`config.mk`:
```
export PLATFORM = sky130hd
export DESIGN_NAME = word_matcher
export DESIGN_NICKNAME = d
export VERILOG_FILES = /design/src/rtl/word_matcher.sv
export SDC_FILE = /design/constraint.sdc
export NUM_CORES = 1
export LEC_CHECK = 0
export ABC_AREA = 0
export BUFFER_PORTS_ARGS = -buffer_cell sky130_fd_sc_hd__clkbuf_2
export CORE_ASPECT_RATIO = 0.5
export CORE_MARGIN = 5
export CORE_UTILIZATION = 35
export CTS_CLUSTER_DIAMETER = 30
export CTS_CLUSTER_SIZE = 20
export DETAILED_ROUTE_END_ITERATION = 12
export PLACE_DENSITY = 0.57
export SLEW_MARGIN = 20
export SYNTH_ARGS = -nofsm -noshare
export SYNTH_HDL_FRONTEND = slang
export SYNTH_SLANG_ARGS = --single-unit
```
`constraint.sdc`:
```
create_clock -name clk -period 32.1 [get_ports clk]
set_input_delay 9.63 -clock clk [delete_from_list [all_inputs] [get_ports clk]]
set_output_delay 9.63 -clock clk [all_outputs]
set_load 0.01 [all_outputs]
```
`src/rtl/word_matcher.sv`:
```
// rtl/word_matcher.sv - vocabulary table with linear-scan word lookup
// Optional MATCHER_CASE_FOLD_EN: ASCII case-insensitive compare (DATA_WIDTH==8 only).
module word_matcher #(
  parameter int ADDR_WIDTH  = 4,
  parameter int WORD_LENGTH = 3,
  parameter int DATA_WIDTH  = 8,
  localparam int W          = WORD_LENGTH * DATA_WIDTH
) (
  input  logic                  clk,
  input  logic                  rst,
  input  logic                  wr_en,
  input  logic [ADDR_WIDTH-1:0] wr_addr,
  input  logic [W-1:0]          wr_data,
  input  logic                  start,
  input  logic [W-1:0]          word,
  output logic                  busy,
  output logic                  done,
  output logic                  found,
  output logic [ADDR_WIDTH-1:0] match_addr,
  output logic [ADDR_WIDTH-1:0] curr_vocab_addr,
  output logic                  vocab_overflow,
  output logic                  nullptr_vocab
);

  typedef enum logic {IDLE, SCAN} state_t;

  state_t         state, state_next;
  logic [W-1:0]   vocab [2**ADDR_WIDTH];
  logic [W-1:0]   search_word;
  logic [W-1:0]   curr_vocab;
  logic           accept;
  logic           hit_null, hit_match, hit_end, advance;

  function automatic logic [W-1:0] fold(input logic [W-1:0] w);
    logic [W-1:0]          r;
    logic [DATA_WIDTH-1:0] c;
    r = w;
`ifdef MATCHER_CASE_FOLD_EN
    for (int i = 0; i < WORD_LENGTH; i++) begin
      c = w[i*DATA_WIDTH +: DATA_WIDTH];
      if (DATA_WIDTH == 8 && c >= DATA_WIDTH'(8'h41) && c <= DATA_WIDTH'(8'h5A))
        r[i*DATA_WIDTH +: DATA_WIDTH] = c + DATA_WIDTH'(8'h20);
    end
`else
    c = '0;
`endif
    return r;
  endfunction

  assign curr_vocab = vocab[curr_vocab_addr];
  assign busy       = (state == SCAN);

  always_ff @(posedge clk or posedge rst) begin
    if (rst) state <= IDLE;
    else     state <= state_next;
  end

  // Priority: empty entry, then match, then end of table.
  always_comb begin
    state_next = state;
    accept     = 1'b0;
    hit_null   = 1'b0;
    hit_match  = 1'b0;
    hit_end    = 1'b0;
    advance    = 1'b0;
    case (state)
      IDLE: begin
        if (start) begin
          accept     = 1'b1;
          state_next = SCAN;
        end
      end
      SCAN: begin
        if (curr_vocab == '0) begin
          hit_null   = 1'b1;
          state_next = IDLE;
        end else if (fold(curr_vocab) == fold(search_word)) begin
          hit_match  = 1'b1;
          state_next = IDLE;
        end else if (curr_vocab_addr == '1) begin
          hit_end    = 1'b1;
          state_next = IDLE;
        end else begin
          advance    = 1'b1;
        end
      end
      default: state_next = IDLE;
    endcase
  end

  always_ff @(posedge clk or posedge rst) begin
    if (rst) begin
      for (int i = 0; i < 2**ADDR_WIDTH; i++) vocab[i] <= '0;
      search_word     <= '0;
      done            <= 1'b0;
      found           <= 1'b0;
      match_addr      <= '0;
      curr_vocab_addr <= '0;
      vocab_overflow  <= 1'b0;
      nullptr_vocab   <= 1'b0;
    end else begin
      done <= 1'b0;
      if (state == IDLE && wr_en) vocab[wr_addr] <= wr_data;
      if (accept) begin
        search_word     <= word;
        found           <= 1'b0;
        match_addr      <= '0;
        curr_vocab_addr <= '0;
        vocab_overflow  <= 1'b0;
        nullptr_vocab   <= 1'b0;
      end
      if (hit_null) begin
        nullptr_vocab <= 1'b1;
        done          <= 1'b1;
      end
      if (hit_match) begin
        found      <= 1'b1;
        match_addr <= curr_vocab_addr;
        done       <= 1'b1;
      end
      if (hit_end) begin
        vocab_overflow <= 1'b1;
        done           <= 1'b1;
      end
      if (advance) curr_vocab_addr <= curr_vocab_addr + ADDR_WIDTH'(1);
    end
  end

endmodule

```
# == After elaboration in Yosys (flattened, before gate mapping) ==
# Index checks and enable logic that the tools add are counted.
# totals
output_inout_bits,13
wordCells,72
in_bits,56
register_bits,421
# op_classes
bitwise_logic,3
n_eq_ne,2
muxes,32
add_sub_neg,1
order_cmp,3
n_reduce_logical,7
# op_table
operator,n
$bwmux 384,1
$bmux 24 s4,1
$demux 24 s4,1
$mux 24,3
$eq 24x24->1,1
$logic_not 24->1,1
$mux 1,22
$mux 4,3
$ge 5x5->1 const B,2
$not 4->5,2
$reduce_bool 2->1,4
$lt 5x1->1 const B,1
$add 4x1->4 const B,1
$eq 4x4->1 const B,1
$logic_and 1x1->1,2
$pmux 1 s2,1
$not 1->1,1

# == Logic depth before layout (Yosys ltp) ==
# Gate-level depths: netlist of run 1.
# logic_depth
depth_word,10
depth_mapped,15
mapped_depth_nobuf,9

# == Worst setup path before layout of run 1 ==
# OpenSTA, ideal clock, no wires.
# synth_timing
path_type,input -> register
from,in wr_en
to,reg vocab[100] (netlist name)
cell_stages,5
arrival_time_ps,11210
setup_time_ps,125
setup_slack_ps,20765
n_path_buf,1
required_time_ps,31975
path_cell_list,nor2b_1 -> nand3_1 -> nor3b_1 -> clkbuf_1 -> mux2_2
# synth_between
elab_chain_cells,1
# synth_lines
element,line_no,rtl
from (decl),11,"input logic wr_en,"
$logic_and 1x1->1,103,if (state == IDLE && wr_en) vocab[wr_addr] <= wr_data;
"to (signal, indexed assignment)",103,
to (decl),28,logic [W-1:0] vocab [2**ADDR_WIDTH];
# No other way between the ends.
# A chain may end at the register's enable or synchronous reset.

# == Worst setup path in the final report of run 1 ==
# layout_timing
from,reg curr_vocab_addr[0]
to,out curr_vocab_addr[0]
# layout_rtl
element,line_no,rtl
from (decl),20,"output logic [ADDR_WIDTH-1:0] curr_vocab_addr,"
from (signal assigned),125,if (advance) curr_vocab_addr <= curr_vocab_addr + ADDR_WIDTH'(1);
# No word-level cell between the ends.

==> results of run 1 <==
-- per-stage QoR --
step	util, %	cells	power, mW
floorplan	-	1412	1.322
global placement	37.27	2155	1.517
detailed placement	37.27	2155	1.530
CTS	42.29	2297	2.398
global route	42.29	2297	2.498
finish	42.29	2297	2.381
-- power breakdown --
| part | switching (mW) | leakage, nW | total (mW) | internal (mW) |
|---|---|---|---|---|
| Sequential | 0.117 | 5.57 | 0.824 | 0.707 |
| Combinational | 0.349 | 4.12 | 0.701 | 0.352 |
| Clock | 0.275 | 1.36 | 0.856 | 0.581 |
-- state kept, by name, indices dropped and copies added (netlist names) --
signal and count:
vocab 384, nullptr_vocab 1, found 1, match_addr 4, curr_vocab_addr 4, done 1, busy 1, vocab_overflow 1
search_word 24
-- metal layers --
| layer | vias up | part of all wire (%) | global-route usage (%) |
|---|---|---|---|
| met4 | 0 | 2.5 | 5.041 |
| li1 | 5335 | - | - |
| met5 | - | 0 | 0 |
| met3 | 99 | 4.0 | 3.359 |
| met2 | 264 | 47 | 28.04 |
| met1 | 6515 | 47 | 24.33 |
-- cells by family after synthesis --
kind of cell	share of synthesized area [%]
AO/OA/AOI/OAI	3.103
flip-flops	53.65
buffers and inverters	2.523
AND/OR/NAND/NOR	5.582
XOR/XNOR	1.071
multiplexers	34.01
adder cells (fa/ha/maj)	0.06371
-- cells in the mapped netlist (8+ instances only) --
library cell	count	area, µm²
mux2i_1	48	480.5
nor3_1	9	45.04
nor4_1	8	50.05
a21oi_1	11	55.05
a22oi_1	23	172.7
dfrtp_1	421	10540
buf_2	15	75.07
nor2b_1	12	75.07
xnor2_1	15	131.4
clkbuf_1	74	277.8
o21ai_0	18	90.09
nor2_1	20	75.07
xor2_1	9	78.83
mux4_2	66	1486
nand2_1	127	476.7
buf_4	9	67.56
o22ai_1	18	112.6
mux2_2	417	4696
-- worst paths after layout --
check / startpoint / endpoint / cells past startpoint
worst max-delay path: curr_vocab_addr[0] / curr_vocab_addr[0] / 1
worst min-delay path: vocab_overflow / vocab_overflow / 2
worst max register to register: curr_vocab_addr[0] / curr_vocab_addr[1] / 10
worst min register to register: vocab_overflow / vocab_overflow / 2
max in group asynchronous: rst / vocab[171] / 4
min in group asynchronous: rst / vocab[38] / 2
-- final cells by class --
type	count	area (µm²)	share of cell area [%]
clock buffer	109	2345	9.978
clock inverter	33	445.4	1.895
inverter	7	33.78	0.1438
multi-input combinational	877	8640	36.76
sequential	421	10540	44.86
tap	756	945.9	4.025
timing repair buffer	94	548.0	2.332
==> run metrics, run 1 <==
placed cell area=20710 µm²; ANT cells=0; Seq/Total Area, Yosys=53.65%; CP required=22.47 ns; post-CTS setup buffers=0; Post-synth EDFFs=0; Bufs and invs on worst path=1; Post-CTS Hold Buffers=0; Clock Tree Root=clkbuf_16; first-pass GRT wire length=~81000 µm; crit-path max FO=41; filler instances=5187; VDD IR-drop max=0.05439 mV; RSZ-0062 raised after global routing=false; fmax=87.20 MHz; Tot GR Track Use=around 17%; Die Y=177.5 µm; Synth Warn #=0; layout cell share with drive strength beyond 1=47.31%; Crit-path slowest cell=dfrtp_4; Placer Congestion=between 0.8 and 0.9; CTS clk-pin slew, worst paths=0.05 ns; DRT Wirelength=52830 µm; initial antenna violation count=0; Mapped Area=~20000 µm²; top_reg_cell synth=dfrtp_1; Async S/R FF share, synth=100.0%; initial core utilization=approximately 35%; Tcrit/Tclk final=35.72%; Die X=345.0 µm; H-tree depth=3; CTS Buf Count=80; Avg Cell Area, Syn=13.91 µm²; Rel. slew slack=28.58%; Slew @ Worst Pin=1.071 ns; Synth Instances=1412; Worst Path Arrival=~1.8 ns; Unique masters post-synth=54; status=completed; clk_lat worst skew=about 0.58 ns; CP Cell Sequence=clkbuf_2; DRT Pass-1 Iters=5; DIE AREA=61230 µm²; Vias/cell=about 5.3; DRC errors left=0; final hold vios=0; Largest stage delay, worst path=0.98 ns; PostCTS Resize Cnt=0; MaxCap Viol Count=0; post-route setup TNS=0 ns; Final Slew Violations=0; Final ANT Viol Nets=0; via count=12213; Crit path max-delay family=flip-flops; wire length per cell=23.00 µm; Pleak=11.05 nW; num rows=61; vias in the first global route=between 10000 and 15000; total gr overflow=0; 1st-iter DRT viols=648; Area Growth Syn to Fin=19.68%; Setup-failing EPs final=0; Tmin final=11.47 ns; CTS tree=done; NumNets Final=1538; Net Count, Synth=1469; pwr/cell area=101.3 nW/µm²; PortBufs=68; CP Class=reg2out; Startpoint Class=flip-flop; largest net degree at the start of global routing=between 100 and 150; Clock Skew=0.01496 ns; clk sink count=421; Core Region=55560 µm²; Worst Hold Class=reg2reg; Critical Path End Type=output port; DP HPWL=31920 µm; post-route cell area=23500 µm²; total I/O pin count=69; Seq cells post-synth=421; WHS=0.4881 ns; FF-to-FF setup slack=27.09 ns; most common cell after layout, fill and taps aside=dfrtp_1; Setup WS pre-CTS=approximately 20 ns; most frequent cells in the layout=dfrtp_1, mux2_2, nand2_1; Final WS setup=20.63 ns; Bufs on Longest Clock Path=3
No activity file was read; power rests on OpenSTA's default activity.
==> inputs of run 2 (changes only) <==
ABC_AREA = 1   (was 0)
clock period = 11.15 ns   (was 32.1 ns; I/O delays follow)
==> run metrics, run 2 <==
status=completed; register area=10540 µm² (about the same); Bufs on Longest Clock Path=3 (unchanged); Clock Tree Root=clkbuf_16; PnR Total Power=6.874 mW (+190%); largest net degree at the start of global routing=165 (+32%); Clock Skew=0.02641 ns (+0.01145 ns); DRT Pass-1 Iters=5 (unchanged); Worst Hold Class=reg2reg; Synth Warn #=0 (unchanged); MaxCap Viol Count=0 (unchanged); Placer Congestion=0.8080 (+0.72%); Setup crit start=wr_en; CTS Buf Count=75 (-6.3%); synth top area cells=dfrtp_1, nand2_1, o21ai_0, nand3_1, nor2_1; fmax=about 190 MHz; Startpoint Class=input pin; most common cell after layout, fill and taps aside=nand2_1; Die X=344.1 µm (-0.24%); Vias/cell=4.969 (-6.5%); max reg flops=384 (unchanged); NumNets Final=2597 (+69%); clk_lat worst skew=0.60 ns (+0.02 ns); Tmin final=5.236 ns; ANT cells=0 (unchanged); filler instances=5719 (+10%); Setup-failing EPs final=0 (unchanged); Die Y=177.1 µm (-0.24%); WHS=0.4775 ns (-0.01063 ns); Crit-path slowest cell=nand2_2; Synth area leader=dfrtp_1; Unique masters post-synth=27 (-50%); post-CTS setup buffers=0 (unchanged); Hold Path Depth=2 (unchanged); initial antenna violation count=0 (unchanged); initial core utilization=35.26% (-0.081 points); DIE AREA=60930 µm² (-0.48%); Mapped Area=19540 µm² (-0.50%); top_reg_cell synth=dfrtp_1; CP required=11.62 ns (-10.85 ns); min-delay src=vocab[304]; Avg Cell Area, Syn=7.665 µm² (-45%); pwr/cell area=298.0 nW/µm² (+190%); Top reg by flops=vocab; most frequent cell after synthesis=nand2_1; Tot GR Track Use=19.88% (+2.4 points); Crit path max-delay family=simple AND/OR/NAND/NOR gates; Post-synth EDFFs=0 (unchanged); Seq cells post-synth=421 (unchanged); CP Class=in2reg; Reg2Reg Depth=18 (+8); VDD IR-drop max=0.1675 mV (+210%); Async S/R FF share, synth=100.0% (unchanged); Synth Instances=2549 (+81%); Layout Utilization=41.62% (-0.67 points); Bufs and invs on worst path=1 (unchanged); Tcrit/Tclk final=between 40% and 50%; 1st-iter DRT viols=1693 (+160%); Largest stage delay, worst path=0.83 ns (-0.15 ns); Multi-input gate area=7846 µm² (-9.2%); Core Region=55410 µm² (-0.27%); num rows=61 (unchanged); crit-path max FO=48 (+17%); Pleak=11.12 nW (+0.64%); Area Growth Syn to Fin=18.05%; PostCTS Resize Cnt=0 (unchanged); DRC errors left=0 (unchanged); CTS tree=done; critical path depth in cells=5 (+4); RSZ-0062 raised after global routing=false; H-tree depth=3 (unchanged); most frequent cells in the layout=nand2_1, o21ai_0, dfrtp_1; DP HPWL=34900 µm (+9.4%); Seq/Total Area, Yosys=53.92% (+0.27 points); vias in the first global route=16231 (+26%); Final ANT Viol Nets=0 (unchanged); final hold vios=0 (unchanged); commonest cells in the netlist=nand2_1, o21ai_0, dfrtp_1; Regs by FF count=vocab: 384 flops, search_word: 24 flops; CTS clk-pin slew, worst paths=0.05 ns (about the same); total I/O pin count=69 (unchanged); Critical Path End Type=flip-flop; clk sink count=421 (unchanged); PortBufs=68 (unchanged); layout cell share with drive strength beyond 1=9.992% (-37 points); wire length per cell=17.80 µm (-23%); Rel. slew slack=31.67% (+3.1 points); Worst R2R Start=curr_vocab_addr[0]; Net Count, Synth=2606 (+77%); Worst Path Arrival=5.70 ns (+3.86 ns); Final Slew Violations=0 (unchanged); Post-CTS Hold Buffers=0 (unchanged); CP Cell Sequence=clkbuf_2 > nand2_1 > nor3_1 > nand2_2 > o21ai_0; total gr overflow=0 (unchanged); post-route setup TNS=0 ns (unchanged); Slew @ Worst Pin=1.021 ns (-0.04992 ns); Synth top area share=53.92% (+0.27 points); DRT Wirelength=59770 µm (+13%); via count=16685 (+37%); first-pass GRT wire length=94720 µm (+17%)
## run 2: cell types whose count changed after synthesis, moves of 53 or more
cell / change
nand3_1: +145
clkbuf_1: +53
mux2_2: -417
mux4_2: -66
nor2_1: +168
inv_1: +99
o21ai_0: +410
nand2_1: +858
## run 2: layout make-up
type / count / area share (%)
clock buffer: 96 / 9.412
clock inverter: 43 / 2.409
inverter: 112 / 1.866
multi-input combinational: 1833 / 34.02
sequential: 421 / 45.70
tap: 756 / 4.101
timing repair buffer: 97 / 2.490
## run 2: cells by family (layout without fill, tap and decap cells)
family          Yosys count  in the layout  synth area share (%)
simple gates           1338           1338                 26.88
xor+xnor                  2              2               0.08967
fa+ha+maj                 1              1               0.06403
flops                   421            421                 53.92
compound gates          492            492                 12.79
buf+inv                 295            348                 6.250
## run 2: worst paths after layout
kind,slack (ns),end
max in group asynchronous,6.64,vocab[25]
worst min-delay path,0.48,vocab[304]
worst min register to register,0.48,vocab[304]
worst max-delay path,5.91,vocab[143]
worst max register to register,6.37,match_addr[0]
min in group asynchronous,2.95,vocab[251]
## run 2: layer usage
layer,vias to the layer above,global-route usage [%],share of wire (%)
met4,0,5.438,2.3
met5,-,0,0
met3,77,3.775,6.3
met2,474,31.99,45
met1,8009,27.65,46
li1,8125,-,-
## run 2: worst register-to-register path, cell delays in order, from the launching register on
cell and delay (ns):
dfrtp_4 0.70, inv_6 0.40, buf_4 0.71, buf_4 0.78, nand2_1 0.20, nand3_1 0.13
nand2_1 0.06, nor2_1 0.14, nand2_1 0.13, nand3_1 0.10, nand2_1 0.05, nor2_1 0.10
nand2_1 0.08, nor2_1 0.37, nand3_2 0.30, clkinv_2 0.17, nand2_2 0.10, nand3_1 0.08
nand2_1 0.06
## run 2: where the power goes
group,internal (mW),total (mW),leakage (nW),switching (mW)
sequential,2.04,2.35,5.62,0.312
clock,1.62,2.43,1.32,0.817
combinational,0.662,2.09,4.18,1.42
total,4.32,6.87,11.1,2.55
## run 2: metrics by stage
step	worst slack (ns)	cells	area, µm²
detailed placement	5.432	3219	20310
global placement	5.460	3219	20310
floorplan	2.126	2549	19540
finish	5.914	3358	23060
global route	5.788	3358	23060
CTS	6.059	3358	23040
==> inputs of run 3 (changes only) <==
ABC_AREA = 0   (was 1)
clock period = 5.4 ns   (was 11.15 ns; I/O delays follow)
==> run metrics, run 3 (synthesized netlist as in run 1, its figures left out) <==
status=completed; total I/O pin count=69 (unchanged); Top reg by flops=vocab; Hold Path Depth=1 (-1); num rows=61 (unchanged); Die Y=177.5 µm (+0.24%); Crit-path slowest cell=dfrtp_1; Startpoint Class=flip-flop; wire length per cell=23.74 µm (+33%); RSZ-0062 raised after global routing=false; initial core utilization=35.34% (+0.081 points); Final ANT Viol Nets=0 (unchanged); Bufs and invs on worst path=1 (unchanged); post-CTS setup buffers=0 (unchanged); via count=12284 (-26%); NumNets Final=1552 (-40%); hold path endpoint=vocab[138]; Pleak=11.12 nW (about the same); PostCTS Resize Cnt=0 (unchanged); Final Slew Violations=0 (unchanged); Core Region=55560 µm² (+0.28%); critical path depth in cells=10 (+5); min-delay src=vocab[138]; most common cell after layout, fill and taps aside=dfrtp_1; CP required=5.86 ns (-5.76 ns); Setup-failing EPs final=0 (unchanged); DP HPWL=35060 µm (+0.45%); largest net degree at the start of global routing=107 (-35%); Bufs on Longest Clock Path=3 (unchanged); Crit path max-delay family=simple AND/OR/NAND/NOR gates; Largest stage delay, worst path=0.81 ns (-0.02 ns); VDD IR-drop max=0.2362 mV (+41%); crit-path max FO=18 (-63%); Post-CTS Hold Buffers=0 (unchanged); Multi-input gate area=8637 µm² (+10%); Worst R2R Start=curr_vocab_addr[2]; CP Cell Sequence=buf_4 > nor2b_1 > a22oi_1 > a21oi_1 > or3_1 > nand4_1 > a2111oi_0 > and4_1 > nor4_2 > mux2_4; 1st-iter DRT viols=917 (-46%); PortBufs=68 (unchanged); Area Growth Syn to Fin=20.29%; Die X=345.0 µm (+0.25%); Tmin final=between 4 and 5 ns; Tcrit/Tclk final=80.72%; DIE AREA=61230 µm² (+0.48%); Vias/cell=5.318 (+7.0%); max reg flops=384 (unchanged); Critical Path End Type=flip-flop; Placer Congestion=0.8549 (+5.8%); MaxCap Viol Count=0 (unchanged); CTS Buf Count=79 (+5.3%); final hold vios=0 (unchanged); Clock Tree Root=clkbuf_16; Reg2Reg Depth=10 (-8); Reg2Reg Capture Point=curr_vocab_addr[1]; placed cell area=20890 µm² (+2.8%); Clock Skew=0.02105 ns (-0.005364 ns); Worst Path Arrival=4.82 ns (-0.88 ns); FF-to-FF setup slack=1.04 ns (-5.33 ns); pwr/cell area=600.3 nW/µm² (+100%); filler instances=5151 (-9.9%); CTS clk-pin slew, worst paths=0.04 ns (about the same); H-tree depth=3 (unchanged); ANT cells=0 (unchanged); clk sink count=421 (unchanged); PnR Total Power=14.18 mW (+110%); initial antenna violation count=0 (unchanged); layout cell share with drive strength beyond 1=48.01% (+38 points); Tot GR Track Use=18.20% (-1.7 points); Worst Hold Class=reg2reg; clk_lat worst skew=0.59 ns (about the same); register area=10540 µm² (about the same); total gr overflow=0 (unchanged); CP Class=reg2reg; Regs by FF count=vocab: 384 flops, search_word: 24 flops; post-route cell area=23620 µm² (+2.4%); DRT Pass-1 Iters=7 (+2); first-pass GRT wire length=84040 µm (-11%); Slew @ Worst Pin=1.129 ns (+0.1074 ns); fmax=between 200 and 250 MHz; most frequent cells in the layout=dfrtp_1, mux2_2, nand2_1; CTS tree=done; DRT Wirelength=54830 µm (-8.3%); DRC errors left=0 (unchanged); Rel. slew slack=24.75% (-6.9 points); vias in the first global route=12872 (-21%)
-- run 3: how the worst max path moves through the flow --
stage,startpoint,to,slack (ns)
2_1_floorplan,rst,busy,-1.90
3_3_place_gp,curr_vocab_addr[2],curr_vocab_addr[1],1.12
3_5_place_dp,curr_vocab_addr[2],curr_vocab_addr[1],1.14
4_1_cts,curr_vocab_addr[2],curr_vocab_addr[1],1.12
5_1_grt,curr_vocab_addr[2],busy,0.67
6_report,curr_vocab_addr[2],curr_vocab_addr[1],1.04
-- run 3: metrics by stage --
stage               utilization (%)  hold slack, ns  std cells  setup TNS (ns)  worst slack, ns
global placement              37.54          0.4818       2169               0            1.118
CTS                           42.51          0.4970       2310               0            1.116
detailed placement            37.59          0.4871       2170               0            1.143
global route                  42.51          0.5031       2310               0           0.6723
floorplan                         -          0.4547       1412         -799.69           -1.899
finish                        42.51          0.4962       2310               0            1.041
-- run 3: power breakdown --
group | switching, mW | internal [mW]
Combinational | 2.03 | 2.13
Sequential | 0.812 | 4.20
Clock | 1.64 | 3.36
-- run 3: routing by layer --
metal / wire length, µm / global-route usage, % / vias to the layer above
met5: 0 / 0 / -
met4: 889 / 4.309 / 0
met3: 2715 / 3.712 / 68
met2: 25610 / 28.93 / 302
met1: 25620 / 25.79 / 6547
li1: - / - / 5367
-- run 3: area by class of cell --
| class | instances | share of cell area (%) |
|---|---|---|
| flip-flops and latches | 421 | 44.63 |
| well taps | 756 | 4.004 |
| multi-input cells | 877 | 36.56 |
| clock inverters | 41 | 2.071 |
| clock buffers | 99 | 9.508 |
| repair buffers | 109 | 3.093 |
| inverters | 7 | 0.1271 |
